### src/rtl/cpu_run_sequencer.sv
// rtl/cpu_run_sequencer.sv - run controller: core reset hold, budgeted run, stepping, breakpoint, halt
module cpu_run_sequencer #(
    parameter int CYCLE_W        = 32,
    parameter int PC_W           = 32,
    parameter int RST_CYCLES     = 2,
    parameter int DEFAULT_BUDGET = 500
) (
    input  logic               clk,
    input  logic               rst,
    input  logic               cmd_valid,
    output logic               cmd_ready,
    input  logic [1:0]         cmd_op,
    input  logic [CYCLE_W-1:0] cmd_arg,
    input  logic               bp_en,
    input  logic [PC_W-1:0]    bp_addr,
    input  logic [PC_W-1:0]    core_pc,
    output logic               core_rst_n,
    output logic               core_ce,
    output logic [CYCLE_W-1:0] cycle_cnt,
    output logic [2:0]         state,
    output logic               halted,
    output logic [1:0]         halt_cause,
    output logic               done_pulse
);

    localparam logic [2:0] ST_RST_HOLD = 3'd0;
    localparam logic [2:0] ST_IDLE     = 3'd1;
    localparam logic [2:0] ST_RUN      = 3'd2;
    localparam logic [2:0] ST_STEP     = 3'd3;
    localparam logic [2:0] ST_HALT     = 3'd4;

    localparam logic [1:0] OP_CLEAR = 2'b00;
    localparam logic [1:0] OP_RUN   = 2'b01;
    localparam logic [1:0] OP_STEP  = 2'b10;
    localparam logic [1:0] OP_HALT  = 2'b11;

    localparam logic [1:0] CAUSE_NONE  = 2'd0;
    localparam logic [1:0] CAUSE_COUNT = 2'd1;
    localparam logic [1:0] CAUSE_BP    = 2'd2;
    localparam logic [1:0] CAUSE_HOST  = 2'd3;

    localparam int              RC_W    = (RST_CYCLES > 1) ? $clog2(RST_CYCLES) : 1;
    localparam logic [RC_W-1:0] RC_LAST = RC_W'(RST_CYCLES - 1);

    logic [2:0]         state_q, state_d;
    logic [RC_W-1:0]    rst_cnt_q, rst_cnt_d;
    logic [CYCLE_W-1:0] cycle_cnt_q, cycle_cnt_d;
    logic [CYCLE_W-1:0] rem_q, rem_d;
    logic [1:0]         halt_cause_q, halt_cause_d;
    logic               done_pulse_q, done_pulse_d;
    logic               skip_bp_q, skip_bp_d;

    logic cmd_acc;
    logic running;
    logic host_halt;
    logic bp_hit;

    // Handshake and per-cycle enable terms; core_rst_n follows the state so an async reset drops it at once
    always_comb begin
        cmd_ready  = (state_q != ST_RST_HOLD);
        cmd_acc    = cmd_valid && cmd_ready;
        running    = (state_q == ST_RUN) || (state_q == ST_STEP);
        host_halt  = running && cmd_acc && (cmd_op == OP_HALT);
        bp_hit     = running && bp_en && (core_pc == bp_addr) && !skip_bp_q;
        core_ce    = running && !bp_hit && !host_halt;
        core_rst_n = (state_q != ST_RST_HOLD);
    end

    // Next-state logic; halt priority is host > breakpoint > budget exhausted
    always_comb begin
        state_d      = state_q;
        rst_cnt_d    = rst_cnt_q;
        cycle_cnt_d  = cycle_cnt_q;
        rem_d        = rem_q;
        halt_cause_d = halt_cause_q;
        skip_bp_d    = skip_bp_q;
        done_pulse_d = 1'b0;
        case (state_q)
            ST_RST_HOLD: begin
                if (rst_cnt_q == RC_LAST) begin
                    state_d = ST_IDLE;
                end else begin
                    rst_cnt_d = rst_cnt_q + 1'b1;
                end
            end
            ST_IDLE, ST_HALT: begin
                if (cmd_acc) begin
                    case (cmd_op)
                        OP_RUN: begin
                            rem_d        = (cmd_arg != '0) ? cmd_arg : CYCLE_W'(DEFAULT_BUDGET);
                            skip_bp_d    = 1'b1;
                            halt_cause_d = CAUSE_NONE;
                            state_d      = ST_RUN;
                        end
                        OP_STEP: begin
                            rem_d        = (cmd_arg != '0) ? cmd_arg : CYCLE_W'(1);
                            skip_bp_d    = 1'b1;
                            halt_cause_d = CAUSE_NONE;
                            state_d      = ST_STEP;
                        end
                        OP_CLEAR: cycle_cnt_d = '0;
                        default: begin
                            if (state_q == ST_IDLE) begin
                                state_d      = ST_HALT;
                                halt_cause_d = CAUSE_HOST;
                            end
                        end
                    endcase
                end
            end
            ST_RUN, ST_STEP: begin
                if (host_halt) begin
                    state_d      = ST_HALT;
                    halt_cause_d = CAUSE_HOST;
                end else if (bp_hit) begin
                    state_d      = ST_HALT;
                    halt_cause_d = CAUSE_BP;
                end else begin
                    if (cycle_cnt_q != '1) begin
                        cycle_cnt_d = cycle_cnt_q + 1'b1;
                    end
                    if (rem_q != '0) begin
                        rem_d = rem_q - 1'b1;
                    end
                    skip_bp_d = 1'b0;
                    if (rem_q == CYCLE_W'(1)) begin
                        state_d      = ST_HALT;
                        halt_cause_d = CAUSE_COUNT;
                    end
                end
            end
            default: state_d = ST_RST_HOLD;
        endcase
        done_pulse_d = (state_d == ST_HALT) && (state_q != ST_HALT);
    end

    // State registers with asynchronous active-low reset
    always_ff @(posedge clk or negedge rst) begin
        if (!rst) begin
            state_q      <= ST_RST_HOLD;
            rst_cnt_q    <= '0;
            cycle_cnt_q  <= '0;
            rem_q        <= '0;
            halt_cause_q <= CAUSE_NONE;
            done_pulse_q <= 1'b0;
            skip_bp_q    <= 1'b0;
        end else begin
            state_q      <= state_d;
            rst_cnt_q    <= rst_cnt_d;
            cycle_cnt_q  <= cycle_cnt_d;
            rem_q        <= rem_d;
            halt_cause_q <= halt_cause_d;
            done_pulse_q <= done_pulse_d;
            skip_bp_q    <= skip_bp_d;
        end
    end

    assign cycle_cnt  = cycle_cnt_q;
    assign state      = state_q;
    assign halted     = (state_q == ST_HALT);
    assign halt_cause = halt_cause_q;
    assign done_pulse = done_pulse_q;

endmodule

### config.mk
export PLATFORM = sky130hd
export DESIGN_NAME = cpu_run_sequencer
export DESIGN_NICKNAME = d
export VERILOG_FILES = /design/src/rtl/cpu_run_sequencer.sv
export SDC_FILE = /design/constraint.sdc
export NUM_CORES = 1
export LEC_CHECK = 0
export ABC_AREA = 1
export CORE_MARGIN = 8
export CORE_UTILIZATION = 56
export CTS_BUF_LIST = sky130_fd_sc_hd__clkbuf_4
export CTS_CLUSTER_SIZE = 14
export DETAILED_ROUTE_END_ITERATION = 10
export PLACE_DENSITY = 0.95
export SYNTH_ARGS = -nofsm -noshare
export SYNTH_HDL_FRONTEND = slang
export SYNTH_SLANG_ARGS = --single-unit
### constraint.sdc
create_clock -name clk -period 3.1 [get_ports clk]
set_clock_uncertainty 0.05 [all_clocks]
set_input_delay 0.31 -clock clk [delete_from_list [all_inputs] [get_ports clk]]
set_output_delay 0.31 -clock clk [all_outputs]
set_load 0.01 [all_outputs]
Word-level counts from Yosys, hierarchy flattened

Index checks and enable logic that the tools add are counted.

Multiplexer cells: 35
$add $sub $neg: 3
Reduce and logical (&&, ||, !) cells: 26
Equality and inequality tests: 23

Operators by type and width:

| operator                                                                | count |
|---|---|
| 32-bit 2-to-1 mux                                                       | 11 |
| 32-bit one-hot mux with 2 select lines                                  | 3 |
| 32-bit nonzero test                                                     | 2 |
| 32-bit by 1-bit adder with 32-bit output (second input constant)        | 1 |
| 32-bit by 1-bit equality test with 1-bit output (second input constant) | 1 |
| 32-bit equality test                                                    | 1 |
| 32-bit != test (second input constant)                                  | 1 |
| 32-bit by 1-bit subtractor with 32-bit output (second input constant)   | 1 |
| 3-bit 2-to-1 mux                                                        | 6 |
| 3-bit one-hot mux with 3 select lines                                   | 2 |
| 2-bit != test (second input constant)                                   | 8 |
| 6-bit AND reduction                                                     | 2 |
| 2-bit 2-to-1 mux                                                        | 5 |
| 5-bit AND reduction                                                     | 2 |
| 1-bit logical AND                                                       | 9 |
| 3-bit != test (second input constant)                                   | 3 |
| 2-bit one-hot mux with 2 select lines                                   | 2 |
| 3-bit by 2-bit equality test with 1-bit output (second input constant)  | 2 |
| 3-bit equality test (second input constant)                             | 2 |
| 2-bit OR reduction                                                      | 3 |
| 1-bit 2-to-1 mux                                                        | 5 |
| 2-bit equality test (second input constant)                             | 2 |
| 4-bit != test (second input constant)                                   | 1 |
| 3-bit by 1-bit equality test with 1-bit output (second input constant)  | 1 |
| 9 further kinds                                                         | 11 |

Bits in registers: 72
Input bits: 102
Output and inout bits: 42

Logic depth before layout (Yosys ltp)

Gate-level depths: netlist (run 1).

Word-level depth: 10
Mapped depth: 13
Mapped depth without buffers: 12

Worst setup path after synthesis (run 1)

Ideal clock, no wire load.

Kind: reg-to-reg
Start: register state_q[1] (netlist: state[1])
End: register rem_q[6]
Data required time: 2.920 ns
Setup slack: 1.110 ns
Data arrival time: 1.810 ns
Stages on the path, launching flop included: 12
Buffers on the path: 2
Path through: dfrtp_1 -> nor2_1 -> nand2_1 -> nand2_1 -> nand2_1 -> nand2_2 -> nor3_4 -> nand3_2 -> buf_4 -> buf_6 -> nand2_1 -> o21ai_0

RTL lines:

| element                           | RTL line | RTL |
|---|---|---|
| start, declared                   | 45       | `logic [2:0] state_q, state_d;` |
| start signal, assigned            | 148      | `state_q <= state_d;` |
| 3-bit nonzero test (*)            | 60       | `cmd_ready = (state_q != ST_RST_HOLD);` |
| via cmd_ready                     | 11       | `output logic cmd_ready,` |
| 1-bit logical AND (*)             | 61       | `cmd_acc = cmd_valid && cmd_ready;` |
| 1-bit logical AND (2 in a row)    | 63       | `host_halt = running && cmd_acc && (cmd_op == OP_HALT);` |
| 2-bit != test (no line)           | -        |  |
| 6-bit AND reduction (no line) (*) | -        |  |
| end signal, assigned              | 151      | `rem_q <= rem_d;` |
| end, declared                     | 48       | `logic [CYCLE_W-1:0] rem_q, rem_d;` |

The timed path passes the listed nets; every way through them passes the cells marked *.
A chain may end at the register's enable or synchronous reset.

Worst setup path after layout (run 1)

Start: register state_q[2] (netlist: state[2])
End: output port core_ce

Longest elaborated chain between the ends: 8

RTL lines:

| element                                        | RTL line | RTL |
|---|---|---|
| 3-bit by 2-bit equality test with 1-bit output | 62       | `running = (state_q == ST_RUN) \|\| (state_q == ST_STEP);` |
| 1-bit logical OR                               | 62       |  |
| 1-bit logical AND (3 in a row)                 | 64       | `bp_hit = running && bp_en && (core_pc == bp_addr) && !skip_bp_q;` |
| 1-bit zero test                                | 65       | `core_ce = running && !bp_hit && !host_halt;` |
| 1-bit logical AND                              | 65       |  |
| 1-bit logical AND (*)                          | 65       |  |
| end, declared                                  | 18       | `output logic core_ce,` |

Mark *: on every way between the ends. The rest lies on a longest branch, timed or not.

==> impl_results.md, run 1 <==
- Status: complete, no violations
- # port buffers: 143
- Rows: 37
- DIE WIDTH: 117 um
- Root buffer cell: clkbuf_4
- Sink Count: 72
- Tmin final: 2.79 ns
- Post-route ant nets: 0
- Vias in the first global route: around 6,000
- Final hold viol count: 0
- First-pass iteration count of the detailed router: 6
- Worst hold path type: flop to flop
- Net Count, Synth: approximately 1,000
- R2R depth: 9
- Dpl ws: 0.380 ns
- Seq/Total Area, Yosys: 31.3%
- Mux share of post-synthesis cell area: 1.04%
- Reg2reg setup slack: 0.56 ns
- Slew @ Worst Pin: approximately 1.1 ns
- Initial antenna violation count: 1
- HPWL Detailed: 13,400 um
- Worst-path fanout max: 9
- Pins Over Slew Limit: 0
- Synth Area in XOR/XNOR: 10.0%
- Post-synthesis simple-gate area fraction: 40.7%
- First-iteration detailed-routing DRC count: 497
- CTS tree: done
- Delay of the slowest critical-path stage: 0.50 ns
- N_diodes: 0
- Clock Path Buffers: 2
- Starting Density: 56.9%
- Mean routed wirelength per cell: between 10 and 15 um
- Final WS setup: roughly 0.3 ns
- First-pass GRT wire length: 28,400 um
- Final setup fails: 0
- Max_cap viols: 0
- CTS HTree Levels: 3
- I/O pin total: 144
- Largest family of logic cells by synthesized area: simple AND/OR/NAND/NOR gates
- Gr ovfl total: 0
- Most common cell on crit path: nor2_1
- DIE AREA: around 14,000 um2
- Mapped Cells: 905
- Synth unique cells: 34
- Req. time, crit path: about 2.7 ns
- P_leak: 3.30 nW
- Reg-to-reg endpoint: cycle_cnt[24]$_DFFE_PN0P_
- Total number of vias: around 6,300
- Max VDD drop: roughly 0.7 mV
- Hold Startpoint: rst_cnt_q$_DFFE_PN0P_
- Critical Path Start Type: flop
- Power density cells: 662 nW/um2
- Largest net degree at the start of global routing: 73
- Synth Area in Compound Gates: around 7.4%
- Area Growth Syn to Fin: 28.2%
- Critical path class: flop to output port
- Post_cts resized: 0
- RSZ-0062 raised after global routing: false
- Post-Synth Adder-Cell Area: 1.95%
- Hold endpoint: rst_cnt_q$_DFFE_PN0P_
- Total negative setup slack: 0 ns
- Worst skew pair latency: 0.41 ns
- Total GRT Usage: 24.6%
- Post-synthesis sequential element count: 72
- Final Net Count: 1,156
- Most common cell after layout, fill and taps aside: nand2_1
- Period Utilization, post-route: between 90% and 100%
- Number of buffers created by CTS: 9
- Clock-pin slew on the worst setup and hold paths: 0.11 ns
- Worst slew margin: 29.6%
- CP Capture Type: output port
- Fmax: 358 MHz
- Post-Syn Area: 5770 um2
- Die Y: between 100 and 150 um
- Most frequent cells in the layout: nand2_1 (308), nor2_1 (159), clkdlybuf4s50_1 (142)
- Worst-path cell chain: inv_2 > nand2_2 > inv_2 > nand3_1 > nor2_1 > nand2_1 > nor2_1 > nand3_2 > nand2_1 > nor2_1 > clkdlybuf4s50_1
- # DRC: 0
- Synth Area per Inst: roughly 6.4 um2
- Detailed Route WL: 17,200 um
- Placer's final routability congestion estimate: 0.975
- Fraction of layout cells with a size suffix above 1: between 3 and 4%
- Yosys warnings: 0
- Via-to-Cell Ratio: 5.28
- Worst r2r src: state[1]$_DFF_PN0_
- Worst Hold Path Cells: 2
- Crit path arrival time: around 2.4 ns
- Slowest CP cell: clkdlybuf4s50_1
- Setup Buffers After CTS: 0
- Core area: 10,100 um2
## cell usage after synthesis
cell      count  share of area [%]
buf_2         5               0.43
nand3_1      55                4.8
buf_4         2               0.26
nor2_1      159                 10
mux2i_1       6                1.0
nor4_1        1               0.11
clkbuf_1      9               0.59
nand2_2       3               0.33
nand3_2       4               0.69
xnor2_1      34                5.2
buf_6         4               0.78
o22ai_1       3               0.33
dfrtp_1      72                 31
a41oi_1       1               0.15
a21oi_1      11               0.95
o21bai_1      5               0.65
a21boi_0      1               0.13
o221ai_1      1               0.15
or2_2         4               0.43
nor2_2        1               0.11
inv_1        82                5.3
buf_1         1              0.065
inv_2         2               0.13
nand2_1     308                 20
nor3_4        1               0.28
nand4_1      13                1.4
ha_1          9                2.0
o21a_1        1               0.13
o21ai_0      41                3.6
nor3_1       24                2.1
o211ai_1      1               0.13
and2_1        1               0.11
xor2_1       32                4.9
o21ai_2       8                1.2
## cell families after synthesis
group / after synthesis
AOI/OAI and AO/OA: 73
xor gates and xnor gates: 66
adders and majority gates: 9
buffers and inverters: 105
DFF: 72
muxes: 6
and+or+nand+nor: 574
## cell type report
type,count,area [um2]
Fill cell,846,2750
Multi-Input combinational cell,728,3530
Clock inverter,4,15.0
Clock buffer,9,67.6
Tap cell,136,170
Sequential cell,72,1800
Inverter,84,315
Timing Repair Buffer,150,1500
## sequential cells by signal, indices dropped and copies added (netlist names)
register	flops
rem_q	32
state	3
halt_cause	2
cycle_cnt	32
rst_cnt_q	1
skip_bp_q	1
done_pulse	1
## critical path, delay by kind of cell, from the launching register on
family        cells  cell delay (ns)
simple gates      8             0.86
buf+inv           3             0.73
flops             1             0.42
## metrics by stage
step | std cells | power, mW | hold slack, ns | utilization [%] | area (um2)
after floorplan | 905 | 3.64 | -0.0356 | - | 5770
after global placement | 1169 | 4.30 | 0.385 | 72.0 | 7300
after detailed placement | 1169 | 4.41 | 0.400 | 72.0 | 7300
after CTS | 1183 | 4.88 | 0.425 | 72.9 | 7390
after global routing | 1183 | 5.35 | 0.443 | 72.9 | 7390
final | 1183 | 4.89 | 0.421 | 72.9 | 7390
## worst max path at each step
stage / endpoint / slack, ns / start / depth (start not counted)
floorplan: rem_q[6]$_DFFE_PN0P_ / 1.11 / state[1]$_DFF_PN0_ / 11
global placement: cycle_cnt[25]$_DFFE_PN0P_ / 0.55 / cmd_op[0] / 9
detailed placement: cycle_cnt[24]$_DFFE_PN0P_ / 0.38 / cmd_op[0] / 9
CTS: core_ce / 0.28 / state[2]$_DFF_PN0_ / 11
global route: core_ce / 0.05 / state[2]$_DFF_PN0_ / 11
finish: core_ce / 0.31 / state[2]$_DFF_PN0_ / 11
## routing by layer
layer,part of all wire (%),track usage (%)
met1,40,28.9
met2,51,43.8
met3,5.7,4.70
met4,2.8,8.57
met5,0.076,0
## repair_timing
item | CTS | global route
endpoints found under the hold margin | 12 | 0
hold buffers | 1 | 0
endpoints found under the setup margin | 0 | 0
## power breakdown
| part | switching, mW | total [mW] | internal (mW) | leakage (nW) |
|---|---|---|---|---|
| sequential | 0.302 | 1.52 | 1.21 | 0.939 |
| clock | 0.323 | 0.465 | 0.142 | 0.0477 |
| combinational | 1.85 | 2.91 | 1.06 | 2.31 |
| total | 2.48 | 4.89 | 2.41 | 3.30 |
Power figures use the tool's default switching activity.
==> run 2: changes to the inputs <==
--- a/config.mk
+++ b/config.mk
@@ -7,11 +7,12 @@
 export LEC_CHECK = 0
 export ABC_AREA = 1
 export CORE_MARGIN = 8
-export CORE_UTILIZATION = 56
+export CORE_UTILIZATION = 50
 export CTS_BUF_LIST = sky130_fd_sc_hd__clkbuf_4
 export CTS_CLUSTER_SIZE = 14
 export DETAILED_ROUTE_END_ITERATION = 10
-export PLACE_DENSITY = 0.95
+export HOLD_SLACK_MARGIN = 0.06
+export PLACE_DENSITY = 0.91
 export SYNTH_ARGS = -nofsm -noshare
 export SYNTH_HDL_FRONTEND = slang
 export SYNTH_SLANG_ARGS = --single-unit
==> run 2 against run 1 <==
  * Global-route usage decreased by 2.2 points
  * First-iteration DRC count increased by 8.9%
  * Sequential power hardly changed
  * Setup slack worse by 0.024 ns
  * Flip-flop and latch count unchanged
  * Cell area up 1.5%
  * Clock power rose by 66%
  * Largest cell class unchanged
  * Highest routed layer unchanged
==> impl_results.md, run 2 (synthesized netlist as in run 1, its figures left out) <==
- Status: complete, no violations (unchanged)
- Worst-path fanout max: 10 (was 9)
- Final hold viol count: 0 (unchanged)
- Clock Path Buffers: 2 (unchanged)
- Pins Over Slew Limit: 0 (unchanged)
- RSZ-0062 raised after global routing: false (unchanged)
- Worst skew pair latency: 0.42 ns (was 0.41 ns)
- Critical Path Start Type: flop (unchanged)
- Worst hold path type: flop to flop (unchanged)
- First-iteration detailed-routing DRC count: 541 (was 497)
- N_diodes: 0 (unchanged)
- Placer's final routability congestion estimate: 0.943 (was 0.975)
- Most common cell after layout, fill and taps aside: nand2_1 (unchanged)
- Power density cells: 690 nW/um2 (was 662 nW/um2)
- CTS tree: done (unchanged)
- Fraction of layout cells with a size suffix above 1: 4.29% (was 3.72%)
- First-pass iteration count of the detailed router: 5 (was 6)
- Root buffer cell: clkbuf_4 (unchanged)
- # DRC: 0 (unchanged)
- Total number of vias: 6,164 (was 6,250)
- Initial antenna violation count: 1 (unchanged)
- First-pass GRT wire length: 27,600 um (was 28,400 um)
- Fmax: 355 MHz (was 358 MHz)
- Tmin final: 2.82 ns (was 2.79 ns)
- Vias in the first global route: 5,877 (was 5,990)
- Slew @ Worst Pin: 1.04 ns (was 1.05 ns)
- Req. time, crit path: 2.74 ns (about the same)
- R2R depth: 9 (unchanged)
- # port buffers: 143 (unchanged)
- Starting Density: 50.9% (was 56.9%)
- Max VDD drop: 0.612 mV (was 0.682 mV)
- Total negative setup slack: 0 ns (unchanged)
- Total GRT Usage: 22.4% (was 24.6%)
- Core area: 11,300 um2 (was 10,100 um2)
- Number of buffers created by CTS: 9 (unchanged)
- Area Growth Syn to Fin: 30.1% (was 28.2%)
- Clock-pin slew on the worst setup and hold paths: 0.13 ns (was 0.11 ns)
- Crit path arrival time: 2.46 ns (was 2.43 ns)
- Largest net degree at the start of global routing: 73 (unchanged)
- Worst Hold Path Cells: 2 (unchanged)
- Post-route ant nets: 0 (unchanged)
- DIE WIDTH: 123 um (was 117 um)
- Max_cap viols: 0 (unchanged)
- Final core occ: 66.3% (was 72.9%)
- Most frequent cells in the layout: nand2_1 (308), nor2_1 (158), clkdlybuf4s50_1 (142) (was nand2_1 (308), nor2_1 (159), clkdlybuf4s50_1 (142))
- CTS HTree Levels: 3 (unchanged)
- HPWL Detailed: 13,100 um (was 13,400 um)
- P_leak: 3.35 nW (was 3.30 nW)
- Detailed Route WL: 16,900 um (was 17,200 um)
- Sink Count: 72 (unchanged)
- Rows: 39 (was 37)
- Via-to-Cell Ratio: 5.17 (was 5.28)
- Final setup fails: 0 (unchanged)
- Worst slew margin: 30.3% (was 29.6%)
- Period Utilization, post-route: 90.9% (was 90.1%)
- Die Y: 123 um (was 117 um)
- Mean routed wirelength per cell: 14.1 um (was 14.5 um)
- Critical path class: flop to output port (unchanged)
- I/O pin total: 144 (unchanged)
- CP Capture Type: output port (unchanged)
- Gr ovfl total: 0 (unchanged)
- DIE AREA: 15,200 um2 (was 13,800 um2)
- Final Net Count: 1,155 (was 1,156)
[run 2: final timing paths]
path,slack [ns],from,endpoint
worst max-delay path,0.28,state[2]$_DFF_PN0_,core_ce
worst max register to register,0.58,state[1]$_DFF_PN0_,cycle_cnt[10]$_DFFE_PN0P_
worst min-delay path,0.42,rst_cnt_q$_DFFE_PN0P_,rst_cnt_q$_DFFE_PN0P_
max in group asynchronous,1.88,rst,cycle_cnt[27]$_DFFE_PN0P_
worst min register to register,0.42,rst_cnt_q$_DFFE_PN0P_,rst_cnt_q$_DFFE_PN0P_
min in group asynchronous,0.50,rst,rem_q[1]$_DFFE_PN0P_
[run 2: critical path, stage by stage (launching register included)]
cell	delay (ns)
dfrtp_1	0.43
inv_2	0.11
nand2_2	0.07
inv_2	0.17
nand3_1	0.10
nor2_1	0.12
nand2_1	0.07
nor2_2	0.14
nand3_4	0.15
nand2_1	0.09
nor2_1	0.06
clkdlybuf4s50_1	0.51
[run 2: where the power goes]
part	switching [mW]	internal, mW	leakage (nW)	total [mW]
clock	0.355	0.415	0.0980	0.770
combinational	1.84	1.05	2.31	2.88
sequential	0.307	1.21	0.939	1.52
total	2.50	2.68	3.35	5.17
[run 2: layout make-up]
cell class | instances | area [um2]
Tap cell | 143 | 179
Fill cell | 1025 | 3820
Inverter | 84 | 315
Sequential cell | 72 | 1800
Multi-Input combinational cell | 728 | 3540
Clock buffer | 10 | 75.1
Clock inverter | 6 | 108
Timing Repair Buffer | 149 | 1490
[run 2: repair_timing]
item	CTS	global route
setup endpoints to repair	0	1
setup buffers	0	0
hold buffers	1	0
hold endpoints to repair	72	0
gates resized for setup	0	2
[run 2: stage by stage]
step	worst slack [ns]	hold slack, ns	area, um2	total power, mW	instances
2_1_floorplan	1.11	-0.0356	5770	3.64	905
3_3_place_gp	0.526	0.385	7300	4.31	1175
3_5_place_dp	0.409	0.391	7300	4.40	1175
6_report	0.282	0.424	7500	5.17	1192
4_1_cts	0.147	0.421	7490	5.17	1192
5_1_grt	0.0495	0.448	7500	5.66	1192
[run 2: layer usage]
metal | wire (um) | global-route usage (%)
met5 | 8 | 0
met4 | 205 | 6.25
met3 | 1110 | 4.79
met2 | 8380 | 39.5
met1 | 7150 | 26.8
==> run 3: changes to the inputs <==
--- a/config.mk
+++ b/config.mk
@@ -13,6 +13,7 @@
 export DETAILED_ROUTE_END_ITERATION = 10
 export HOLD_SLACK_MARGIN = 0.06
 export PLACE_DENSITY = 0.91
+export SLEW_MARGIN = 20
 export SYNTH_ARGS = -nofsm -noshare
 export SYNTH_HDL_FRONTEND = slang
 export SYNTH_SLANG_ARGS = --single-unit
==> results of run 3 <==
No change in the layout: final DEF, timing and power equal those of run 2.
